==> config.mk <==
export PLATFORM = sky130hd
export DESIGN_NAME = truth_table_scanner_flat
export DESIGN_NICKNAME = d
export VERILOG_FILES = /design/src/rtl/truth_table_scanner_if.sv /design/src/rtl/truth_table_scanner.sv /design/src/flat_wrapper.sv
export SDC_FILE = /design/constraint.sdc
export NUM_CORES = 1
export LEC_CHECK = 0
export BUFFER_PORTS_ARGS = -buffer_cell sky130_fd_sc_hd__buf_2
export CAP_MARGIN = 20
export CORE_MARGIN = 4
export CORE_UTILIZATION = 60
export DETAILED_ROUTE_END_ITERATION = 7
export PLACE_DENSITY = 0.83
export SETUP_SLACK_MARGIN = 0.15
export SYNTH_ARGS = -nofsm -noshare
export SYNTH_HDL_FRONTEND = slang
export SYNTH_SLANG_ARGS = --single-unit
==> constraint.sdc <==
create_clock -name clk -period 5.4 [get_ports clk]
set_input_delay 0.54 -clock clk [delete_from_list [all_inputs] [get_ports clk]]
set_output_delay 0.54 -clock clk [all_outputs]
set_load 0.1 [all_outputs]
==> src/rtl/truth_table_scanner_if.sv <==
`default_nettype none
// ============================================================================
// Module      : truth_table_scanner_if
// Description : Control/result bus between a requester and truth_table_scanner.
//               Optional first-fail fields exist when TTS_FIRST_FAIL_EN is defined.
// Revision    : 1.0 - initial release
// ============================================================================
interface truth_table_scanner_if;
    logic        start;
    logic        busy;
    logic        done;
    logic [15:0] table_out;
    logic        match;
    logic [4:0]  mismatch_cnt;
`ifdef TTS_FIRST_FAIL_EN
    logic [3:0]  first_fail;
    logic        first_fail_vld;
`endif

    modport master (
        output start,
        input  busy, done, table_out, match, mismatch_cnt
`ifdef TTS_FIRST_FAIL_EN
        , input first_fail, first_fail_vld
`endif
    );

    modport slave (
        input  start,
        output busy, done, table_out, match, mismatch_cnt
`ifdef TTS_FIRST_FAIL_EN
        , output first_fail, first_fail_vld
`endif
    );
endinterface
`default_nettype wire

==> src/rtl/truth_table_scanner.sv <==
`default_nettype none
// ============================================================================
// Module      : truth_table_scanner
// Description : Sweeps {a,b,c,d} through 0..15, captures f_in into a truth
//               table and compares it with EXPECTED. Optional macro
//               TTS_FIRST_FAIL_EN adds first-mismatch code reporting.
// Revision    : 1.0 - initial release
// ============================================================================
module truth_table_scanner #(
    parameter int          SETTLE   = 2,
    parameter logic [15:0] EXPECTED = 16'h00BD
) (
    input  wire logic clk,
    input  wire logic rst_b,
    input  wire logic f_in,
    output logic      a,
    output logic      b,
    output logic      c,
    output logic      d,
    truth_table_scanner_if.slave bus
);

    typedef enum logic [1:0] {
        IDLE = 2'd0,
        SCAN = 2'd1,
        DONE = 2'd2
    } state_t;

    localparam logic [7:0] c_SETTLE_M1 = 8'(SETTLE - 1);

    state_t      state_q, state_d;
    logic [3:0]  code_q,  code_d;
    logic [7:0]  cnt_q,   cnt_d;
    logic [15:0] table_q, table_d;
    logic [4:0]  mm_q,    mm_d;
    logic        match_q, match_d;
    logic        busy_q,  busy_d;
    logic        done_q,  done_d;
`ifdef TTS_FIRST_FAIL_EN
    logic [3:0]  ff_q,    ff_d;
    logic        ffv_q,   ffv_d;
`endif

    logic w_sample;
    logic w_miss;

    assign w_sample = (cnt_q == c_SETTLE_M1);
    assign w_miss   = (f_in != EXPECTED[code_q]);

    always_ff @(posedge clk or negedge rst_b) begin
        if (!rst_b) begin
            state_q <= IDLE;
            code_q  <= 4'd0;
            cnt_q   <= 8'd0;
            table_q <= 16'd0;
            mm_q    <= 5'd0;
            match_q <= 1'b0;
            busy_q  <= 1'b0;
            done_q  <= 1'b0;
`ifdef TTS_FIRST_FAIL_EN
            ff_q    <= 4'd0;
            ffv_q   <= 1'b0;
`endif
        end else begin
            state_q <= state_d;
            code_q  <= code_d;
            cnt_q   <= cnt_d;
            table_q <= table_d;
            mm_q    <= mm_d;
            match_q <= match_d;
            busy_q  <= busy_d;
            done_q  <= done_d;
`ifdef TTS_FIRST_FAIL_EN
            ff_q    <= ff_d;
            ffv_q   <= ffv_d;
`endif
        end
    end

    always_comb begin
        state_d = state_q;
        code_d  = code_q;
        cnt_d   = cnt_q;
        table_d = table_q;
        mm_d    = mm_q;
        match_d = match_q;
        busy_d  = busy_q;
        done_d  = 1'b0;
`ifdef TTS_FIRST_FAIL_EN
        ff_d    = ff_q;
        ffv_d   = ffv_q;
`endif
        case (state_q)
            IDLE: begin
                if (bus.start) begin
                    state_d = SCAN;
                    code_d  = 4'd0;
                    cnt_d   = 8'd0;
                    table_d = 16'd0;
                    mm_d    = 5'd0;
                    match_d = 1'b0;
                    busy_d  = 1'b1;
`ifdef TTS_FIRST_FAIL_EN
                    ff_d    = 4'd0;
                    ffv_d   = 1'b0;
`endif
                end
            end
            SCAN: begin
                if (w_sample) begin
                    table_d[code_q] = f_in;
                    cnt_d           = 8'd0;
                    if (w_miss) begin
                        mm_d = mm_q + 5'd1;
`ifdef TTS_FIRST_FAIL_EN
                        if (!ffv_q) begin
                            ff_d  = code_q;
                            ffv_d = 1'b1;
                        end
`endif
                    end
                    if (code_q != 4'd15) begin
                        code_d = code_q + 4'd1;
                    end else begin
                        // Compare against the table including the bit just captured.
                        state_d = DONE;
                        busy_d  = 1'b0;
                        done_d  = 1'b1;
                        match_d = (table_d == EXPECTED);
                    end
                end else begin
                    cnt_d = cnt_q + 8'd1;
                end
            end
            DONE: begin
                state_d = IDLE;
            end
            default: begin
                state_d = IDLE;
            end
        endcase
    end

    assign {a, b, c, d}     = code_q;
    assign bus.busy         = busy_q;
    assign bus.done         = done_q;
    assign bus.table_out    = table_q;
    assign bus.match        = match_q;
    assign bus.mismatch_cnt = mm_q;
`ifdef TTS_FIRST_FAIL_EN
    assign bus.first_fail     = ff_q;
    assign bus.first_fail_vld = ffv_q;
`endif

endmodule
`default_nettype wire
==> src/flat_wrapper.sv <==
// flat-port wrapper written by rule: the top's interface ports become plain ports
module truth_table_scanner_flat 
#(
    parameter int          SETTLE   = 2,
    parameter logic [15:0] EXPECTED = 16'h00BD
)
  (clk, rst_b, f_in, a, b, c, d, bus_start, bus_busy, bus_done, bus_table_out, bus_match, bus_mismatch_cnt);
  truth_table_scanner_if bus_i ();
  input  wire logic clk;
  input  wire logic rst_b;
  input  wire logic f_in;
  output logic a;
  output logic b;
  output logic c;
  output logic d;
  input wire logic [$bits(bus_i.start)-1:0] bus_start;
  output wire logic [$bits(bus_i.busy)-1:0] bus_busy;
  output wire logic [$bits(bus_i.done)-1:0] bus_done;
  output wire logic [$bits(bus_i.table_out)-1:0] bus_table_out;
  output wire logic [$bits(bus_i.match)-1:0] bus_match;
  output wire logic [$bits(bus_i.mismatch_cnt)-1:0] bus_mismatch_cnt;
  assign bus_i.start = bus_start;
  assign bus_busy = bus_i.busy;
  assign bus_done = bus_i.done;
  assign bus_table_out = bus_i.table_out;
  assign bus_match = bus_i.match;
  assign bus_mismatch_cnt = bus_i.mismatch_cnt;
  truth_table_scanner #(.SETTLE(SETTLE), .EXPECTED(EXPECTED)) u_core (.clk(clk), .rst_b(rst_b), .f_in(f_in), .a(a), .b(b), .c(c), .d(d), .bus(bus_i));
endmodule
==> key figures, run 1 <==
Detailed routing
  • WL/cell: 16.0 um
  • Post-DRT Antenna Nets: 0
  • First-pass DRT Iterations: 4
  • DRC viols: 0
  • Post-Route WL: 4570 um
  • Iter 0 DRT Violations: around 110
  • Via count: between 1500 and 2000
  • Vias per inst: between 5 and 6

Critical path
  • CP Capture Type: register
  • Crit path DAT: 2640 ps
  • Worst Reg-to-Reg Cells: 5
  • Startpoint Class: register
  • Reg2Reg Setup Slack: slightly above 3000 ps
  • Crit-path max FO: 20
  • Reg-to-Reg End: u_core.bus.match$_DFFE_PN0P_
  • Critical R2R Launch: u_core.code_q[2]$_DFFE_PN0P_
  • Data required, critical path: roughly 5700 ps
  • Critical path class: register to register

Logic synthesis
  • Cells after synthesis: 210
  • Synthesized cell area: 0.00213 sq mm
  • Largest area contributor in the netlist: dfrtp_1
  • Syn Area/Cell: 10.1 sq um
  • Synth warnings: 0
  • Seq/Total Area, Yosys: 0.447
  • Syn Nets: between 200 and 250
  • Top cells by area, synth: dfrtp_1, mux2i_1, o21ai_0, ha_1, nand2_1
  • Yosys top cell area share: 0.447
  • Yosys cell types: 45
  • Yosys reg bits: 38

Cells and area
  • Layout Nets: 250
  • Final core area utilization: 0.690
  • Most common cell after layout, fill and taps aside: dfrtp_1
  • Share of layout cells above drive strength 1: 0.238
  • Commonest cells after routing, fill and taps aside: dfrtp_1, buf_2, o21ai_0
  • Synthesis-to-layout area growth: 10.0%
  • Ant. Diodes: 0

Clock network
  • Clk Latency, worst-skew pair: 350 ps
  • Reg clk slew, reported paths: 120 ps
  • CTS root buffer: clkbuf_4
  • CTS Buf Count: 5
  • Post-CTS setup buffers: 0
  • Clock Path Buffers: 2
  • CTS Hold Bufs: 0
  • Post-CTS sizing: 0
  • H-tree levels: 2
  • CTS sink cnt: 38
  • CTS tree: built

Timing
  • Final Skew: between 10 and 15 ps
  • Setup violators final: 0
  • RSZ-0062 raised after global routing: no
  • Slew headroom: 0.432
  • Tcrit/Tclk final: 0.435
  • Fin crit period: about 2300 ps
  • Worst-Margin Slew: roughly 850 ps
  • Final hold vios: 0
  • Max-slew violation count: 0
  • TNS Setup: 0 ps
  • Max Fclk: 426 MHz

Global routing
  • Pin count of the biggest net entering global routing: 39
  • Initial antenna violation count: 0
  • GRT Total Usage: 0.235
  • Vias in the first global route: 1657
  • Global route total overflow: 0
  • First-pass GRT wire length: about 8000 um

Placed design
  • IO Port Bufs: 31
  • DPL Wire Length: around 3200 um
  • Placer congestion estimate: 0.890

Power and ir drop
  • Static leakage: ~1.1 nW
  • Worst vdd ir: approximately 0.14 mV
  • PD cells: 211 mW/mm^2
  • Tot Pwr: about 490 uW

Worst hold path
  • Hold Crit Class: input pin to async pin

Run status
  • Status: finished, final reports clean

Die
  • Site Rows: 21
  • Initial Util: 0.628
  • Die W: 67.5 um
  • Die outline height: approximately 68 um
  • CORE AREA: 0.00339 sq mm
  • Die ar.: 0.00456 sq mm
  • I/O pin count: 32

Job
  • Maxcap violations: 0
[cells by family (layout without fill, tap and decap cells)]
group / Yosys count / count (layout) / share of synthesized area
fa+ha+maj: 7 / 7 / 0.0412
mux: 19 / 19 / 0.0965
xor+xnor: 5 / 5 / 0.0206
simple gates: 85 / 85 / 0.234
compound gates: 44 / 44 / 0.133
flops: 38 / 38 / 0.447
buf+inv: 12 / 41 / 0.0276
[stage by stage]
step                      hold slack [ps]  setup WS (ps)  area [sq um]  cells
after floorplan                       244           2700          2130    210
after global placement                485           3130          2290    278
after detailed placement              473           3100          2290    278
after CTS                             306           3080          2340    285
after global routing                  337           2870          2340    285
final                                 288           3050          2340    285
[flip-flops by register name, indices dropped and copies added, names as in the netlist]
name                     cells
u_core.bus.match             1
u_core.bus.table_out        16
u_core.code_q                4
u_core.cnt_q                 8
u_core.bus.busy              1
u_core.state_q               2
u_core.bus.mismatch_cnt      5
u_core.bus.done              1
[cell usage after synthesis (all sizes together)]
| cell type | number |
|---|---|
| xor2 | 3 |
| o22ai | 1 |
| nor2b | 1 |
| nor3 | 3 |
| a31oi | 2 |
| nand3 | 9 |
| o21ai | 24 |
| ha | 7 |
| mux2i | 13 |
| nor4b | 1 |
| a21o | 3 |
| a211oi | 1 |
| nand2b | 2 |
| a22o | 7 |
| or2 | 2 |
| a21oi | 5 |
| nor4 | 1 |
| or3 | 2 |
| dfrtp | 38 |
| and4 | 1 |
| or4 | 1 |
| xnor2 | 2 |
| nand3b | 10 |
| buf | 4 |
| nand2 | 25 |
| nor3b | 6 |
| and3 | 1 |
| nor2 | 13 |
| nand4 | 7 |
| mux2 | 6 |
| inv | 3 |
| clkbuf | 5 |
| a32o | 1 |
[critical path, stage by stage, from the launching register on]
cell     delay, ps
dfrtp_1        760
nand3_2        310
mux2_2         350
or4_1          420
nor4_1         260
mux2_1         200
[where the power goes]
part           internal, mW  switching [mW]
Combinational        0.0109          0.0495
Sequential            0.289         0.00513
Clock                0.0468          0.0913
Total                 0.347           0.146
[worst max path at each step]
stage | startpoint | end | slack, ps | depth (start not counted)
floorplan | u_core.code_q[1]$_DFFE_PN0P_ | u_core.bus.mismatch_cnt[0]$_DFFE_PN0P_ | 2700 | 7
global placement | u_core.code_q[2]$_DFFE_PN0P_ | u_core.bus.match$_DFFE_PN0P_ | 3130 | 5
detailed placement | u_core.code_q[2]$_DFFE_PN0P_ | u_core.bus.match$_DFFE_PN0P_ | 3100 | 5
CTS | u_core.code_q[2]$_DFFE_PN0P_ | u_core.bus.match$_DFFE_PN0P_ | 3080 | 5
global route | u_core.code_q[2]$_DFFE_PN0P_ | u_core.bus.match$_DFFE_PN0P_ | 2870 | 5
finish | u_core.code_q[2]$_DFFE_PN0P_ | u_core.bus.match$_DFFE_PN0P_ | 3050 | 5
[layout make-up]
| cell class | instances | area [sq um] |
|---|---|---|
| timing repair buffer | 31 | 155 |
| inverter | 3 | 11.3 |
| fill | 281 | 1050 |
| sequential | 38 | 951 |
| tap | 46 | 57.6 |
| clock buffer | 5 | 37.5 |
| multi-input combinational | 160 | 1120 |
| clock inverter | 2 | 10.0 |
[per-layer routing]
metal / share of wire / wire length [um] / up-vias / track usage
met5: 0 / 0 / - / 0
li1: - / - / 815 / -
met4: 0.015 / 70 / 0 / 0.101
met1: 0.44 / 2020 / 827 / 0.306
met3: 0.055 / 252 / 6 / 0.0433
met2: 0.49 / 2230 / 54 / 0.380
Power figures use the tool's default switching activity.
==> run 2, diff against run 1 <==
ABC_AREA = 1   (was default)
CORE_UTILIZATION = 57   (was 60)
PLACE_DENSITY = 0.79   (was 0.83)
clock period = 2.3 ns   (was 5.4 ns; I/O delays follow)
==> run 2 against run 1 <==
Net effect:
- worst hold slack worse by 240 ps
- clock skew fell by 5.0 ps
- sequential cell count unchanged
- final cell count grew 23%
- design area grew 8.4%
- die area increased by 14%
- core utilization fell by 5.1 points
- global-route usage shrank 2.7 points
- area after synthesis increased by 9.8%
- critical endpoint is now u_core.bus.mismatch_cnt[2]$_DFFE_PN0P_
- highest routed layer unchanged
==> key figures, run 2 <==
Run status
  • Status: finished, final reports clean

Clock network
  • Clock Path Buffers: 2
  • CTS root buffer: clkbuf_8
  • CTS Hold Bufs: 0
  • CTS tree: built
  • CTS sink cnt: 38
  • Post-CTS sizing: 0
  • Post-CTS setup buffers: 0
  • CTS Buf Count: 5
  • Clk Latency, worst-skew pair: around 290 ps
  • H-tree levels: 2
  • Reg clk slew, reported paths: 80 ps

Logic synthesis
  • Cells after synthesis: 272
  • Synthesized cell area: 0.00234 sq mm
  • Async SR Flop Fraction: 1.00
  • Most common cell in the netlist: nand2_1
  • Top cells by area, synth: dfrtp_1, nand2_1, nand3_1, ha_1, a22o_1
  • Yosys top cell area share: 0.407
  • Yosys reg bits: 38
  • Syn Nets: 283
  • Seq/Total Area, Yosys: 0.407
  • Largest area contributor in the netlist: dfrtp_1
  • Syn Area/Cell: 8.59 sq um
  • Synth cell count leaders: nand2_1, dfrtp_1, nand3_1, inv_1, nor2_1
  • Yosys cell types: 35
  • Commonest register cell after synthesis: dfrtp_1
  • EDFF count, synth: 0
  • Synth warnings: 0

Timing
  • Max Fclk: 560 MHz
  • RSZ-0062 raised after global routing: no
  • Setup violators final: 0
  • Worst-Margin Slew: 853 ps
  • Final hold vios: 0
  • Slew headroom: 0.431
  • Fin crit period: 1780 ps
  • TNS Setup: 0 ps
  • Max-slew violation count: 0
  • Tcrit/Tclk final: 0.776
  • Final Skew: about 8.8 ps

Critical path
  • Slowest cell on crit path: dfrtp_2
  • Crit path DAT: just under 2000 ps
  • Crit-path max FO: 8
  • Worst setup endpoint: u_core.bus.mismatch_cnt[2]$_DFFE_PN0P_
  • CP Capture Type: register
  • Startpoint Class: register
  • Reg2Reg Setup Slack: 520 ps
  • Critical path class: register to register
  • Data required, critical path: 2480 ps
  • Critical Path Start: u_core.code_q[0]$_DFFE_PN0P_
  • Critical R2R Launch: u_core.code_q[0]$_DFFE_PN0P_
  • Worst Reg-to-Reg Cells: 9
  • CP Cell Sequence: inv_1 > ha_1 > nand2_1 > nand3_2 > a21oi_2 > o21ai_2 > nand2_2 > nand2_1 > o21ai_2
  • Reg-to-Reg End: u_core.bus.mismatch_cnt[2]$_DFFE_PN0P_
  • CP max stage delay: roughly 440 ps

Cells and area
  • Most common cell after layout, fill and taps aside: nand2_1
  • Synthesis-to-layout area growth: 8.62%
  • Share of layout cells above drive strength 1: 0.243
  • # fillers: 352
  • Layout Nets: 311
  • Commonest cells after routing, fill and taps aside: nand2_1, dfrtp_1, buf_2
  • Max reg flops: 16
  • Ant. Diodes: 0

Detailed routing
  • Vias per inst: 5.38
  • DRC viols: 0
  • Post-DRT Antenna Nets: 0
  • Via count: between 1500 and 2000
  • First-pass DRT Iterations: 4
  • Post-Route WL: 4760 um
  • Iter 0 DRT Violations: 86
  • WL/cell: 13.6 um

Global routing
  • Global route total overflow: 0
  • Pin count of the biggest net entering global routing: 39
  • First-pass GRT wire length: 8560 um
  • GRT Total Usage: 0.208
  • Initial antenna violation count: 0
  • Vias in the first global route: 1916

Die
  • I/O pin count: 32
  • Initial Util: 0.588
  • Die outline height: about 72 um
  • Die W: 72.0 um
  • Die ar.: 0.00519 sq mm
  • CORE AREA: 0.00397 sq mm
  • Site Rows: 23

Placed design
  • IO Port Bufs: 31
  • Placer congestion estimate: between 0.8 and 0.9
  • DPL Wire Length: about 3500 um

Job
  • Maxcap violations: 0

Worst hold path
  • Hold Crit Class: input pin to async pin
## run 2: changes by cell type in the layout (fill, tap and decap cells not counted), moves of 6 or more
cell	change
clkbuf_8	+6
inv_1	+14
mux2i_1	-13
nand2_1	+46
nand3_1	+22
nand3b_1	-9
nor3b_1	-6
o21ai_0	-16
o22ai_1	+8
## run 2: cell type report
cell class | instances | area, sq um | share of cell area
well taps | 50 | 62.6 | 0.0247
clock inverters | 1 | 5.00 | 0.00197
flip-flops and latches | 38 | 953 | 0.376
multi-input cells | 197 | 1150 | 0.455
repair buffers | 34 | 178 | 0.0700
inverters | 24 | 97.6 | 0.0385
clock buffers | 7 | 86.3 | 0.0340
## run 2: worst min path at each step
stage | from | endpoint | slack (ps)
after detailed placement | rst_b | u_core.cnt_q[7]$_DFFE_PN0P_ | 390
final | rst_b | u_core.bus.done$_DFF_PN0_ | 50
after CTS | rst_b | u_core.cnt_q[4]$_DFFE_PN0P_ | 70
after global routing | rst_b | u_core.bus.busy$_DFFE_PN0P_ | 110
after global placement | rst_b | u_core.cnt_q[7]$_DFFE_PN0P_ | 380
after floorplan | rst_b | u_core.bus.busy$_DFFE_PN0P_ | -70
## run 2: routing by layer
metal	up-vias	track usage	routed length [um]
li1	960	-	-
met5	-	0	0
met1	878	0.263	2240
met2	43	0.352	2260
met4	0	0.0772	58
met3	7	0.0429	203
## run 2: kinds of logic after synthesis
family | synth area share
compound gates | 0.0996
xor+xnor | 0.0225
fa+ha+maj | 0.0375
buf+inv | 0.0986
flops | 0.407
simple gates | 0.335
## run 2: stage by stage
step / util / instances / cell area [sq um] / setup slack (ps) / hold WS (ps)
after floorplan: - / 272 / 2340 / 321 / -65.6
after global placement: 0.616 / 343 / 2450 / 561 / 380
after detailed placement: 0.616 / 343 / 2450 / 515 / 390
after CTS: 0.639 / 351 / 2540 / 512 / 68.7
after global routing: 0.639 / 351 / 2540 / 280 / 112
final: 0.639 / 351 / 2540 / 516 / 47.6
## run 2: worst max-delay path: cells and delay by family (launching register included)
family	cells	cell delay (ps)
AO/OA/AOI/OAI	3	220
adder cells (fa/ha/maj)	1	390
buffers and inverters	1	120
flip-flops	1	440
AND/OR/NAND/NOR	4	510
Power of run 2 is not shown: default switching activity piles up to over one toggle a cycle in this logic, so the estimate is an artifact.
==> run 3, diff against run 2 <==
clock period = 1.8 ns   (was 2.3 ns; I/O delays follow)
==> run 3 against run 2 <==
Net effect:
- non-clock buffer count up 12
- critical path type unchanged
- routed wire length increased by 11%
- setup slack lost 310 ps
- core utilization increased by 6.6 points
==> key figures, run 3 (synthesis results as in run 2) <==
Detailed routing
  • Post-DRT Antenna Nets: 0
  • First-pass DRT Iterations: 4
  • DRC viols: 0
  • Via count: a little over 2000
  • Iter 0 DRT Violations: 100
  • Vias per inst: 5.59
  • Post-Route WL: 5280 um
  • WL/cell: 14.5 um

Worst hold path
  • Hold Crit Class: input pin to register
  • Worst Min Path Start: bus_start
  • Worst Hold Endpoint: u_core.cnt_q[1]$_DFFE_PN0P_
  • WHS Path Cells: 4

Die
  • Site Rows: 23
  • CORE AREA: 0.00397 sq mm
  • Initial Util: 0.588
  • Die ar.: 0.00519 sq mm
  • I/O pin count: 32
  • Die outline height: 72.0 um
  • Die W: roughly 72 um

Global routing
  • First-pass GRT wire length: 8670 um
  • Initial antenna violation count: 0
  • Pin count of the biggest net entering global routing: 34
  • Vias in the first global route: 1987
  • Global route total overflow: 0
  • GRT Total Usage: 0.215

Job
  • Maxcap violations: 0

Critical path
  • Critical path class: register to register
  • CP max stage delay: 540 ps
  • Crit-path max FO: 8
  • Reg-to-Reg End: u_core.bus.mismatch_cnt[2]$_DFFE_PN0P_
  • Slowest cell on crit path: dfrtp_4
  • Worst Reg-to-Reg Cells: 8
  • CP Cell Sequence: ha_4 > nand2_2 > nand3_2 > a21oi_2 > o21ai_4 > nand2_4 > nand2_1 > o21ai_2
  • Data required, critical path: 2030 ps
  • Crit path DAT: 1820 ps
  • Startpoint Class: register
  • Reg2Reg Setup Slack: 210 ps
  • CP Capture Type: register
  • Critical R2R Launch: u_core.code_q[1]$_DFFE_PN0P_

Cells and area
  • Max reg flops: 16
  • Most common cell after layout, fill and taps aside: nand2_1
  • Ant. Diodes: 0
  • Layout Nets: ~320
  • Synthesis-to-layout area growth: 19.8%
  • Share of layout cells above drive strength 1: 0.348
  • Commonest cells after routing, fill and taps aside: nand2_1, dfrtp_1, buf_2

Clock network
  • H-tree levels: 2
  • Clk Latency, worst-skew pair: 290 ps
  • CTS root buffer: clkbuf_8
  • Reg clk slew, reported paths: roughly 80 ps
  • CTS Buf Count: 5
  • CTS tree: built
  • Clock Path Buffers: 2
  • CTS sink cnt: 38

Timing
  • Final Skew: between 5 and 6 ps
  • Slew headroom: 0.515
  • Final hold vios: 0
  • RSZ-0062 raised after global routing: yes
  • Tcrit/Tclk final: 0.884
  • Setup violators final: 0
  • Max-slew violation count: 0
  • Worst-Margin Slew: 727 ps
  • Max Fclk: approximately 630 MHz
  • TNS Setup: 0 ps
  • Fin crit period: 1590 ps

Placed design
  • IO Port Bufs: 31
  • Placer congestion estimate: 0.837
  • DPL Wire Length: 3710 um

Run status
  • Status: finished, final reports clean
==> run 3: final cells by class <==
type / instances / area [sq um]
sequential: 38 / 963
clock inverter: 1 / 5.00
multi-input combinational: 197 / 1270
inverter: 24 / 110
clock buffer: 7 / 86.3
timing repair buffer: 46 / 299
tap: 50 / 62.6
fill: 317 / 1170
==> run 3: repair_timing <==
item                       in CTS  in global routing
setup endpoints to repair       8                 12
buffers inserted                0                  7
hold endpoints to repair       32                  0
pin swaps                       0                 13
gates cloned                    0                  0
gates resized for setup         2                 23
hold buffers                    1                  0
==> run 3: metrics by stage <==
| step | instance area (sq um) | cells | utilization | hold WS [ps] | setup slack [ps] |
|---|---|---|---|---|---|
| 2_1_floorplan | 2400 | 272 | - | -116 | 47.5 |
| 5_1_grt | 2800 | 363 | 0.704 | 421 | 129 |
| 4_1_cts | 2670 | 356 | 0.671 | 383 | 159 |
| 3_5_place_dp | 2550 | 347 | 0.643 | 282 | 41.7 |
| 6_report | 2800 | 363 | 0.704 | 390 | 209 |
| 3_3_place_gp | 2550 | 347 | 0.643 | 280 | 91.5 |
==> run 3: worst max path at each step <==
stage | from | end | depth (start not counted) | slack [ps]
after floorplan | u_core.code_q[1]$_DFFE_PN0P_ | u_core.bus.mismatch_cnt[2]$_DFFE_PN0P_ | 10 | 50
after global routing | u_core.code_q[1]$_DFFE_PN0P_ | u_core.bus.mismatch_cnt[1]$_DFFE_PN0P_ | 8 | 130
final | u_core.code_q[1]$_DFFE_PN0P_ | u_core.bus.mismatch_cnt[2]$_DFFE_PN0P_ | 8 | 210
after global placement | u_core.code_q[1]$_DFFE_PN0P_ | u_core.bus.match$_DFFE_PN0P_ | 9 | 90
after detailed placement | u_core.code_q[1]$_DFFE_PN0P_ | u_core.bus.match$_DFFE_PN0P_ | 9 | 40
after CTS | u_core.code_q[1]$_DFFE_PN0P_ | u_core.bus.match$_DFFE_PN0P_ | 10 | 160
==> run 3: worst max-delay path: cells and delay by family (launching register included) <==
kind            cells  cell delay (ps)
compound gates      3              380
simple gates        4              380
fa+ha+maj           1              240
flops               1              540
==> run 3: layer usage <==
metal,track usage,share of wire,vias to the layer above,wire [um]
met4,0.132,0.028,0,148
met3,0.0443,0.050,12,264
met1,0.261,0.42,964,2190
met5,0,0,-,0
met2,0.349,0.51,65,2670
li1,-,-,988,-
Power of run 3 is left out for the same reason.
